## src/rtl/baud_tick_generator.sv

```systemverilog
// Fractional-divisor UART oversample tick and bit tick generator with runtime divisor reload.
// Define BAUD_TICK_SYNC_EN to add the i_sync phase-align input.
module baud_tick_generator #(
    parameter real CLK_FREQ   = 100E6,
    parameter int  BAUD_RATE  = 9600,
    parameter int  OVERSAMPLE = 16,
    parameter int  DIV_NBITS  = 16,
    parameter int  FRAC_NBITS = 4
) (
    input  logic                            i_clk,
    input  logic                            i_rst,
    input  logic                            i_en,
    input  logic [DIV_NBITS+FRAC_NBITS-1:0] i_div,
    input  logic                            i_div_valid,
`ifdef BAUD_TICK_SYNC_EN
    input  logic                            i_sync,
`endif
    output logic                            o_div_pending,
    output logic                            o_tick,
    output logic                            o_bit_tick
);

    localparam int DW   = DIV_NBITS + FRAC_NBITS;
    localparam int OS_W = (OVERSAMPLE > 1) ? $clog2(OVERSAMPLE) : 1;
    localparam real D0_REAL = CLK_FREQ * real'(2 ** FRAC_NBITS) / real'(OVERSAMPLE * BAUD_RATE);
    localparam logic [DW-1:0]        DIV0    = DW'($rtoi(D0_REAL + 0.5));
    localparam logic [DIV_NBITS-1:0] ONE     = DIV_NBITS'(1);
    localparam logic [OS_W-1:0]      OS_ONE  = OS_W'(1);
    localparam logic [OS_W-1:0]      OS_LAST = OS_W'(OVERSAMPLE - 1);

    // Integer parts below 2 would give a zero-length period and stall the counter.
    function automatic logic [DIV_NBITS-1:0] clamp_int(input logic [DW-1:0] d);
        logic [DIV_NBITS-1:0] v;
        v = d[DW-1:FRAC_NBITS];
        return (v < DIV_NBITS'(2)) ? DIV_NBITS'(2) : v;
    endfunction

    logic [DW-1:0]         act_div;
    logic [DW-1:0]         stg_div;
    logic                  pending;
    logic [DIV_NBITS-1:0]  cnt;
    logic [FRAC_NBITS-1:0] frac_acc;
    logic [OS_W-1:0]       os_cnt;
    logic                  tick;
    logic                  bit_tick;

    logic                  at_zero;
    logic                  apply;
    logic                  sync_req;
    logic [DW-1:0]         new_div;
    logic [DIV_NBITS-1:0]  act_int;
    logic [DIV_NBITS-1:0]  new_int;
    logic [FRAC_NBITS:0]   frac_sum;
    logic [DIV_NBITS-1:0]  reload_val;
    logic [DIV_NBITS-1:0]  sync_val;

`ifdef BAUD_TICK_SYNC_EN
    assign sync_req = i_sync & i_en;
`else
    assign sync_req = 1'b0;
`endif

    // A load on the reload cycle itself bypasses the staging register.
    always_comb begin
        at_zero    = (cnt == '0);
        apply      = i_div_valid | pending;
        new_div    = i_div_valid ? i_div : stg_div;
        act_int    = clamp_int(act_div);
        new_int    = clamp_int(new_div);
        frac_sum   = {1'b0, frac_acc} + {1'b0, act_div[FRAC_NBITS-1:0]};
        reload_val = apply ? (new_int - ONE)
                           : (act_int - ONE + DIV_NBITS'(frac_sum[FRAC_NBITS]));
        sync_val   = apply ? (new_int - ONE) : (act_int - ONE);
    end

    always_ff @(posedge i_clk) begin
        if (i_rst) begin
            act_div  <= DIV0;
            stg_div  <= DIV0;
            pending  <= 1'b0;
            cnt      <= clamp_int(DIV0) - ONE;
            frac_acc <= '0;
            os_cnt   <= '0;
            tick     <= 1'b0;
            bit_tick <= 1'b0;
        end else if (sync_req) begin
            cnt      <= sync_val;
            frac_acc <= '0;
            os_cnt   <= '0;
            tick     <= 1'b0;
            bit_tick <= 1'b0;
            pending  <= 1'b0;
            if (apply) act_div <= new_div;
            if (i_div_valid) stg_div <= i_div;
        end else if (i_en && at_zero) begin
            tick     <= 1'b1;
            bit_tick <= (os_cnt == OS_LAST);
            os_cnt   <= (os_cnt == OS_LAST) ? '0 : os_cnt + OS_ONE;
            cnt      <= reload_val;
            if (i_div_valid) stg_div <= i_div;
            if (apply) begin
                act_div  <= new_div;
                frac_acc <= '0;
                pending  <= 1'b0;
            end else begin
                frac_acc <= frac_sum[FRAC_NBITS-1:0];
            end
        end else begin
            tick     <= 1'b0;
            bit_tick <= 1'b0;
            if (i_en) cnt <= cnt - ONE;
            if (i_div_valid) begin
                stg_div <= i_div;
                pending <= 1'b1;
            end
        end
    end

    assign o_tick        = tick;
    assign o_bit_tick    = bit_tick;
    assign o_div_pending = pending;

endmodule

```

## config.mk

```make
export PLATFORM = sky130hd
export DESIGN_NAME = baud_tick_generator
export DESIGN_NICKNAME = d
export VERILOG_FILES = /design/src/rtl/baud_tick_generator.sv
export SDC_FILE = /design/constraint.sdc
export NUM_CORES = 1
export LEC_CHECK = 0
export ABC_AREA = 1
export CORE_ASPECT_RATIO = 1.75
export CORE_MARGIN = 5
export CORE_UTILIZATION = 38
export CTS_BUF_LIST = sky130_fd_sc_hd__clkbuf_4
export DETAILED_ROUTE_END_ITERATION = 12
export GPL_TIMING_DRIVEN = 0
export PLACE_DENSITY = 0.62
export SYNTH_ARGS = -nofsm -noshare
export SYNTH_HDL_FRONTEND = slang
export SYNTH_SLANG_ARGS = --single-unit
```

## constraint.sdc

```tcl
create_clock -name i_clk -period 2.5 [get_ports i_clk]
set_clock_uncertainty 0.1 [all_clocks]
set_input_delay 0.5 -clock i_clk [delete_from_list [all_inputs] [get_ports i_clk]]
set_output_delay 0.5 -clock i_clk [all_outputs]
set_load 0.1 [all_outputs]
```

==> metrics.yaml, run 1 <==
run_status:
  outcome: "complete, but fails checks"
  violations: "negative setup slack"
sta:
  fin_crit_sh_pct: 115
  rsz0062_at_grt: "yes"
  min_period_ps: 2870
  worst_hold_slack_ps: 350
  drv_slew: 0
  max_slew.worst_pin.slew_ps: 966
  max_freq_mhz: 349
  fin_setup_tns_ps: -2560
  setup_viol: 11
  layout_setup_ws_ps: -368
  hold_violations: 0
  slew_headroom_pct: 35.5
placement:
  placed_cells: 724
  place_area_um2: 4350
  dpl.hpwl_mm: 8.93
  gp_congestion: 0.944
  port_buffers: 26
synthesis:
  yosysSeqAreaShare_pct: 34.7
  syn-num-nets: 607
  synth_cell_type_count: 40
  synth_area_leader_cell: "dfxtp_1"
  ys_warn_count: 0
  syn_area_um2: 3860
  synth.avg_cell_area_um2: 6.74
  netlist_instances: 573
  ys_seq_elements: 67
  synth_largest_type_area_fraction_pct: 34.7
  synth_area_leaders: "dfxtp_1, nand2_1, a21oi_1"
job:
  cap_violations: 0
global_routing:
  use_met1_pct: 19.2
  grt_util_met2_pct: 36.5
  gr-total-overflow: 0
  globalRouteTotalUtil_pct: 19.3
  top_usage_layer: "met2"
  grt_max_degree: 13
  grt_pass1_wl_mm: 18.3
  grt_pass1_vias: 3767
  grt_antenna_before_repair: 1
  grtUsageMet3_pct: 2.75
setup_path:
  r2r_slack_ps: -370
  regToRegEndpoint: "cnt[14]"
  critPathRequiredTime_ps: 2730
  reg2reg_from: "act_div[0]"
  critPathKind: "reg -> reg"
  reg2reg_depth: 20
  startpoint: "act_div[0]"
  worstPathArrival_ps: 3100
  worstPathMaxFanout: 3
  worst_setup_path_end_kind: "register"
  start_kind: "register"
clock_tree:
  insertion_delay_ps: 440
  h-tree-depth: 3
  ctsHoldBuffers: 0
  root_buffer: "clkbuf_4"
  numCtsBuffers: 9
  clockBufferDepth: 2
  numClockSinks: 67
  cts_tree: "done"
  clk_pin_slew_ps: 120
drt:
  drc: 0
  firstDrtPassIters: 5
  antenna_left: 0
  totalWireLength_mm: 11.9
  vias: 3997
  wl_per_cell_um: 15.6
  viasPerCell: 5.25
  first_iter_violations: 189
power:
  switchingPower_mw: 0.689
  ir_drop_mv: 0.380
  p_clk_share_pct: 33.3
  sw_frac_of_total_pct: 31.1
  internal-power_mw: 1.53
  combinationalPowerShare_pct: 16.3
  power.density_nw_per_um2: 456
  leakagePower_nw: 2.05
  sequentialPowerShare_pct: 50.3
worst_hold_path:
  min_delay_worst_endpoint: "stg_div[6]"
  hold_path.class: "in -> reg"
  min-delay-start: "i_div_valid"
  whs_path_depth: 3
floorplan:
  dieArea_um2: 12400
  core_um2: 9910
  start_util_pct: 39.0
  die_y_um: 143
  io_pins: 27
  rows: 48
  die_w_um: 86.2
layout:
  area_growth_pct: 25.9
  utilization_pct: 49.1
  layoutNonFillerInstCount: 762
  stdcell_area_um2: 4860
  nNetsFinal: 666
  final_common_cell: "nand2_1"
  fill_cells: 1020
  layout_common_cells: "nand2_1, dfxtp_1, nor2_1"
  drive_gt1_share_pct: 19.3
[cell usage after synthesis (all sizes together)]
| cell | number |
|---|---|
| inv | 52 |
| a311oi | 3 |
| o22ai | 1 |
| nand2 | 139 |
| nand3 | 37 |
| o221ai | 1 |
| nor2 | 69 |
| xor2 | 17 |
| nand4 | 7 |
| xnor2 | 4 |
| o21bai | 1 |
| a221oi | 3 |
| buf | 7 |
| nor4 | 5 |
| clkbuf | 16 |
| nor3b | 1 |
| nor3 | 12 |
| a21boi | 1 |
| a21oi | 55 |
| clkinv | 3 |
| o31ai | 3 |
| fa | 1 |
| o211ai | 6 |
| o21ai | 43 |
| ha | 9 |
| a31oi | 4 |
| mux2i | 5 |
| dfxtp | 67 |
| or2 | 1 |
[through the flow]
| stage | power (mW) | setup WS, ps |
|---|---|---|
| 6_report | 2.22 | -368 |
| 3_5_place_dp | 1.47 | -1170 |
| 4_1_cts | 2.20 | -325 |
| 3_3_place_gp | 1.47 | -1160 |
| 5_1_grt | 2.32 | -566 |
| 2_1_floorplan | 1.35 | -96.5 |
[per-layer routing]
metal,part of all wire [%],vias to the layer above
met3,3.9,28
met1,37,1852
met2,55,101
met4,3.8,0
met5,0,-
li1,-,2016
[timing repair]
action                                  CTS  global route
gates resized for setup                  22            56
setup buffers                            10            14
endpoints found under the setup margin   35            32
pin swaps                                11            18
[sequential cells by signal (all words and copies together) (netlist names)]
name,flops
stg_div,20
o_div_pending,1
o_tick,1
o_bit_tick,1
os_cnt,4
act_div,20
cnt,16
frac_acc,4
[power groups by stage]
stage	Sequential (mW)	Combinational, mW	Clock (mW)
after floorplan	1.15	0.209	0
after CTS	1.12	0.336	0.750
final	1.12	0.361	0.739
after global placement	1.14	0.326	0
after global routing	1.12	0.395	0.802
after detailed placement	1.14	0.330	0
[how the worst max path moves through the flow]
| stage | to | slack (ps) | cells after the start |
|---|---|---|---|
| 2_1_floorplan | cnt[14] | -100 | 20 |
| 3_3_place_gp | cnt[12] | -1160 | 20 |
| 3_5_place_dp | cnt[12] | -1170 | 20 |
| 4_1_cts | cnt[14] | -330 | 19 |
| 5_1_grt | cnt[14] | -570 | 19 |
| 6_report | cnt[14] | -370 | 20 |
[worst max-delay path, cell delays in order (launching register included)]
cell     delay [ps]
dfxtp_4         380
ha_4            160
fa_2            350
nand2_2         100
nand2_2          50
a21oi_2         110
ha_2            210
ha_4            150
nand2_4          60
nor2_4          120
nand2_4          70
nor2_4           90
nand2_2          70
nor3_2          180
nand3_2         130
nor2_1          100
nand2_1          50
nand3_1          70
nand2_1          80
nand2_2          70
a21oi_2          40
[logic make-up (layout without fill, tap and decap cells)]
kind of cell             after synthesis  after routing  share of synthesized area (%)
AO/OA/AOI/OAI                        121            121                           17.3
XOR/XNOR                              21             21                           4.76
adder cells (fa/ha/maj)               10             10                           3.43
buffers and inverters                 78            141                           8.07
flip-flops                            67             67                           34.7
multiplexers                           5              5                           1.30
other                                  0              1                              0
AND/OR/NAND/NOR                      271            271                           30.4
[cell type report]
| class | count | area, µm² | share of cell area [%] |
|---|---|---|---|
| Timing Repair Buffer | 48 | 432 | 8.88 |
| Inverter | 55 | 214 | 4.40 |
| Sequential cell | 67 | 1350 | 27.7 |
| Tap cell | 125 | 156 | 3.22 |
| Clock buffer | 9 | 67.6 | 1.39 |
| Multi-Input combinational cell | 428 | 2470 | 50.8 |
| Clock inverter | 6 | 66.3 | 1.36 |
| Antenna cell | 1 | 2.50 | 0.0515 |
| Buffer | 23 | 109 | 2.24 |
Power figures use the tool's default switching activity.
==> inputs of run 2 (changes only) <==
--- a/config.mk
+++ b/config.mk
@@ -6,13 +6,15 @@
 export NUM_CORES = 1
 export LEC_CHECK = 0
 export ABC_AREA = 1
+export CELL_PAD_IN_SITES_DETAIL_PLACEMENT = 0
+export CELL_PAD_IN_SITES_GLOBAL_PLACEMENT = 1
 export CORE_ASPECT_RATIO = 1.75
 export CORE_MARGIN = 5
 export CORE_UTILIZATION = 38
 export CTS_BUF_LIST = sky130_fd_sc_hd__clkbuf_4
 export DETAILED_ROUTE_END_ITERATION = 12
 export GPL_TIMING_DRIVEN = 0
-export PLACE_DENSITY = 0.62
+export PLACE_DENSITY = 0.8
 export SYNTH_ARGS = -nofsm -noshare
 export SYNTH_HDL_FRONTEND = slang
 export SYNTH_SLANG_ARGS = --single-unit
==> run 2 against run 1 <==
  * The run still ends with negative setup slack left
  * Setup slack improved by 24 ps
  * Clock-buffer cell count grew 1
  * Power down 0.35%
  * Sequential cell count did not move
  * Final area is 0.36% higher
  * Utilization up 0.18 points
  * Critical endpoint unchanged
  * Highest routed layer unchanged
==> metrics.yaml, run 2 (synthesized netlist as in run 1, its figures left out) <==
run_status:
  outcome: "complete, but fails checks"
  violations: "negative setup slack"
setup_path:
  worstPathMaxFanout: 3
  worst_setup_path_end_kind: "register"
  critPathRequiredTime_ps: 2740
  worstPathArrival_ps: 3090
  start_kind: "register"
  r2r_slack_ps: -340
  critPathKind: "reg -> reg"
clock_tree:
  insertion_delay_ps: 440
  numCtsBuffers: 9
  clk_pin_slew_ps: 130
  ctsHoldBuffers: 0
  numClockSinks: 67
  root_buffer: "clkbuf_4"
  cts_tree: "done"
  clockBufferDepth: 2
  h-tree-depth: 3
power:
  power_mw: 2.21
  power.density_nw_per_um2: 452
  ir_drop_mv: 0.341
  leakagePower_nw: 2.04
global_routing:
  grt_max_degree: 12
  grt_pass1_vias: 3886
  gr-total-overflow: 0
  globalRouteTotalUtil_pct: 19.5
  grt_pass1_wl_mm: 18.7
  grt_antenna_before_repair: 0
floorplan:
  die_y_um: 143
  dieArea_um2: 12400
  rows: 48
  start_util_pct: 39.0
  die_w_um: 86.2
  io_pins: 27
  core_um2: 9910
sta:
  fin_crit_sh_pct: 114
  hold_violations: 0
  max_freq_mhz: 352
  setup_viol: 13
  drv_slew: 0
  rsz0062_at_grt: "yes"
  min_period_ps: 2840
  slew_headroom_pct: 35.8
  layout_setup_ws_ps: -345
  max_slew.worst_pin.slew_ps: 959
drt:
  firstDrtPassIters: 7
  vias: 3976
  first_iter_violations: 205
  drc: 0
  wl_per_cell_um: 15.8
  antenna_left: 0
  totalWireLength_mm: 12.0
  viasPerCell: 5.22
layout:
  drive_gt1_share_pct: 19.7
  reg_top3: "act_div (20), stg_div (20), cnt (16)"
  utilization_pct: 49.3
  area_growth_pct: 26.4
  layout_common_cells: "nand2_1, dfxtp_1, nor2_1"
  nNetsFinal: 666
  n_antenna_cell: 0
  stdcell_area_um2: 4880
  final_common_cell: "nand2_1"
worst_hold_path:
  hold_path.class: "in -> reg"
placement:
  port_buffers: 26
  dpl.hpwl_mm: 9.00
  gp_congestion: 0.923
  place_area_um2: 4350
job:
  cap_violations: 0
[run 2: cell count changes in the layout (fill, tap and decap cells not counted), sizes merged]
cell,delta
clkdlybuf4s50,+1
dlymetal6s2s,-1
diode,-1
buf,+1
clkinvlp,-1
[run 2: area by class of cell]
class / instances / area [µm²]
fillers: 1056 / 5030
multi-input cells: 428 / 2490
flip-flops and latches: 67 / 1350
repair buffers: 48 / 429
inverters: 55 / 216
well taps: 125 / 156
plain buffers: 23 / 115
clock buffers: 10 / 75.1
clock inverters: 5 / 55.1
[run 2: layer usage]
| metal | global-route usage, % | vias up | wire length [µm] |
|---|---|---|---|
| met5 | 0 | - | 0 |
| met4 | 9.11 | 0 | 418 |
| met3 | 2.47 | 30 | 345 |
| met2 | 38.8 | 89 | 6720 |
| met1 | 19.5 | 1828 | 4530 |
| li1 | - | 2029 | - |
[run 2: worst paths after layout]
kind / from / to / cells past startpoint
setup reg to reg: act_div[0] / cnt[14] / 20
hold reg to reg: stg_div[19] / stg_div[19] / 2
setup / recovery: act_div[0] / cnt[14] / 20
hold / removal: i_div_valid / stg_div[6] / 3
[run 2: per-stage QoR]
step | setup WS, ps | hold slack [ps] | setup TNS (ps) | instances
floorplan | -96.5 | 331 | -205 | 573
CTS | -405 | 395 | -2650 | 748
finish | -345 | 369 | -3220 | 761
global route | -539 | 400 | -5520 | 761
detailed placement | -1180 | 364 | -21050 | 724
global placement | -1170 | 342 | -20460 | 724
[run 2: report_power, final]
group | switching (mW) | internal (mW)
clock network | 0.421 | 0.307
logic | 0.237 | 0.128
registers | 0.0171 | 1.10
total | 0.675 | 1.53
[run 2: timing repair]
item	CTS	global route
pin swaps	17	30
gates resized for setup	36	48
setup endpoints to repair	35	34
buffers inserted	9	13
[run 2: critical path: stages, from the launching register on]
cell	delay, ps
dfxtp_4	370
ha_4	160
fa_2	370
nand2_2	80
nand2_2	50
a21oi_2	150
ha_2	220
ha_4	150
nand2_4	60
nor2_4	110
nand2_4	70
nor2_4	90
nand2_2	70
nor3_2	130
nand3_2	120
nor2_1	120
nand2_1	50
nand3_1	70
nand2_1	60
nand2_1	80
a21oi_2	50
==> inputs of run 3 (changes only) <==
==> constraint.sdc (replaced) <==
create_clock -name i_clk -period 2.5 [get_ports i_clk]
set_clock_uncertainty 0.1 [all_clocks]
set_input_delay 0.5 -clock i_clk [delete_from_list [all_inputs] [get_ports i_clk]]
set_output_delay 0.5 -clock i_clk [all_outputs]
set_load 0.01 [all_outputs]
==> run 3 against run 2 <==
  * The flow still finishes with violations (negative setup slack)
  * Non-clock buffer count is the same
  * Cell count is the same
  * Clock power is essentially flat
  * Critical path type unchanged
  * Largest power group unchanged
  * Highest routed layer unchanged
==> metrics.yaml, run 3 (synthesized netlist as in run 1, its figures left out) <==
layout:
  area_growth_pct: 26.4
  layout_common_cells: "nand2_1, dfxtp_1, nor2_1"
  final_common_cell: "nand2_1"
  drive_gt1_share_pct: 19.7
  fill_cells: 1055
  utilization_pct: 49.3
  stdcell_area_um2: 4880
  nNetsFinal: 666
  n_antenna_cell: 0
  reg_top3: "act_div (20), stg_div (20), cnt (16)"
power:
  power.density_nw_per_um2: 451
  combinationalPowerShare_pct: 16.2
  p_clk_share_pct: 33.1
  leakagePower_nw: 2.03
  ir_drop_mv: 0.341
  internal-power_mw: 1.53
  sw_frac_of_total_pct: 30.3
  power_mw: 2.20
  sequentialPowerShare_pct: 50.7
  switchingPower_mw: 0.667
setup_path:
  critPathRequiredTime_ps: 2740
  start_kind: "register"
  reg2reg_from: "act_div[0]"
  worstPathMaxFanout: 3
  worstPathArrival_ps: 3080
  regToRegEndpoint: "cnt[14]"
  reg2reg_depth: 20
  r2r_slack_ps: -340
  critPathKind: "reg -> reg"
  worst_setup_path_end_kind: "register"
worst_hold_path:
  min-delay-start: "i_div_valid"
  whs_path_depth: 3
  hold_path.class: "in -> reg"
  min_delay_worst_endpoint: "stg_div[6]"
clock_tree:
  numClockSinks: 67
  insertion_delay_ps: 440
  root_buffer: "clkbuf_4"
  clk_pin_slew_ps: 130
  cts_tree: "done"
  numCtsBuffers: 9
  h-tree-depth: 3
  clockBufferDepth: 2
sta:
  min_period_ps: 2840
  setup_viol: 13
  max_freq_mhz: 352
  drv_slew: 0
  slew_headroom_pct: 47.8
  hold_violations: 0
  max_slew.worst_pin.slew_ps: 783
  layout_setup_ws_ps: -344
  fin_crit_sh_pct: 114
  rsz0062_at_grt: "yes"
floorplan:
  dieArea_um2: 12400
  rows: 48
  die_y_um: 143
  core_um2: 9910
  die_w_um: 86.2
  io_pins: 27
  start_util_pct: 39.0
global_routing:
  grt_pass1_wl_mm: 18.7
  grt_antenna_before_repair: 0
  grt_max_degree: 12
  globalRouteTotalUtil_pct: 19.5
  grt_pass1_vias: 3886
  gr-total-overflow: 0
run_status:
  violations: "negative setup slack"
  outcome: "complete, but fails checks"
placement:
  place_area_um2: 4350
  port_buffers: 26
  gp_congestion: 0.923
  dpl.hpwl_mm: 9.00
drt:
  firstDrtPassIters: 7
  wl_per_cell_um: 15.8
  viasPerCell: 5.22
  antenna_left: 0
  totalWireLength_mm: 12.0
  first_iter_violations: 205
  vias: 3970
  drc: 0
job:
  cap_violations: 0
==> run 3: timing repair <==
action	CTS	global route
resized for setup	34	48
endpoints found under the hold margin	0	0
setup buffers	9	13
hold buffers	0	0
endpoints found under the setup margin	33	34
pin swaps	17	30
==> run 3: layout make-up <==
type | instances | area (µm²) | share of cell area [%]
clock buffers | 10 | 75.1 | 1.54
repair buffers | 48 | 432 | 8.84
flip-flops and latches | 67 | 1350 | 27.6
clock inverters | 5 | 55.1 | 1.13
well taps | 125 | 156 | 3.20
inverters | 55 | 216 | 4.43
multi-input cells | 428 | 2490 | 50.9
plain buffers | 23 | 115 | 2.36
==> run 3: how the worst max path moves through the flow <==
stage / from / endpoint / slack (ps)
3_5_place_dp: i_div_valid / cnt[12] / -1180
4_1_cts: act_div[0] / cnt[14] / -400
6_report: act_div[0] / cnt[14] / -340
3_3_place_gp: i_div_valid / cnt[12] / -1170
5_1_grt: act_div[0] / cnt[5] / -540
2_1_floorplan: act_div[0] / cnt[14] / -100
==> run 3: layer usage <==
layer	vias to the layer above	global-route usage (%)	wire length (µm)
li1	2029	-	-
met1	1826	19.5	4530
met3	30	2.47	336
met2	85	38.8	6720
met4	0	9.11	418
met5	-	0	0
==> run 3: power by group through the flow <==
stage               sequential, mW  combinational, mW  clock (mW)
CTS                           1.12              0.337       0.735
finish                        1.12              0.357       0.728
floorplan                     1.14              0.209           0
global placement              1.14              0.320           0
global route                  1.12              0.391       0.787
detailed placement            1.14              0.324           0
==> run 3: per-stage QoR <==
step	cells	hold WS (ps)	setup TNS (ps)	setup WS, ps
final	761	369	-3220	-344
after global routing	761	400	-5520	-539
after CTS	748	395	-2650	-405
after detailed placement	724	364	-21050	-1180
after global placement	724	342	-20460	-1170
after floorplan	573	331	-205	-96.4
==> run 3: worst max-delay path: stages (launching register included) <==
cell	delay (ps)
dfxtp_4	370
ha_4	160
fa_2	370
nand2_2	80
nand2_2	50
a21oi_2	150
ha_2	220
ha_4	150
nand2_4	60
nor2_4	110
nand2_4	70
nor2_4	90
nand2_2	70
nor3_2	130
nand3_2	120
nor2_1	120
nand2_1	50
nand3_1	70
nand2_1	60
nand2_1	80
a21oi_2	50
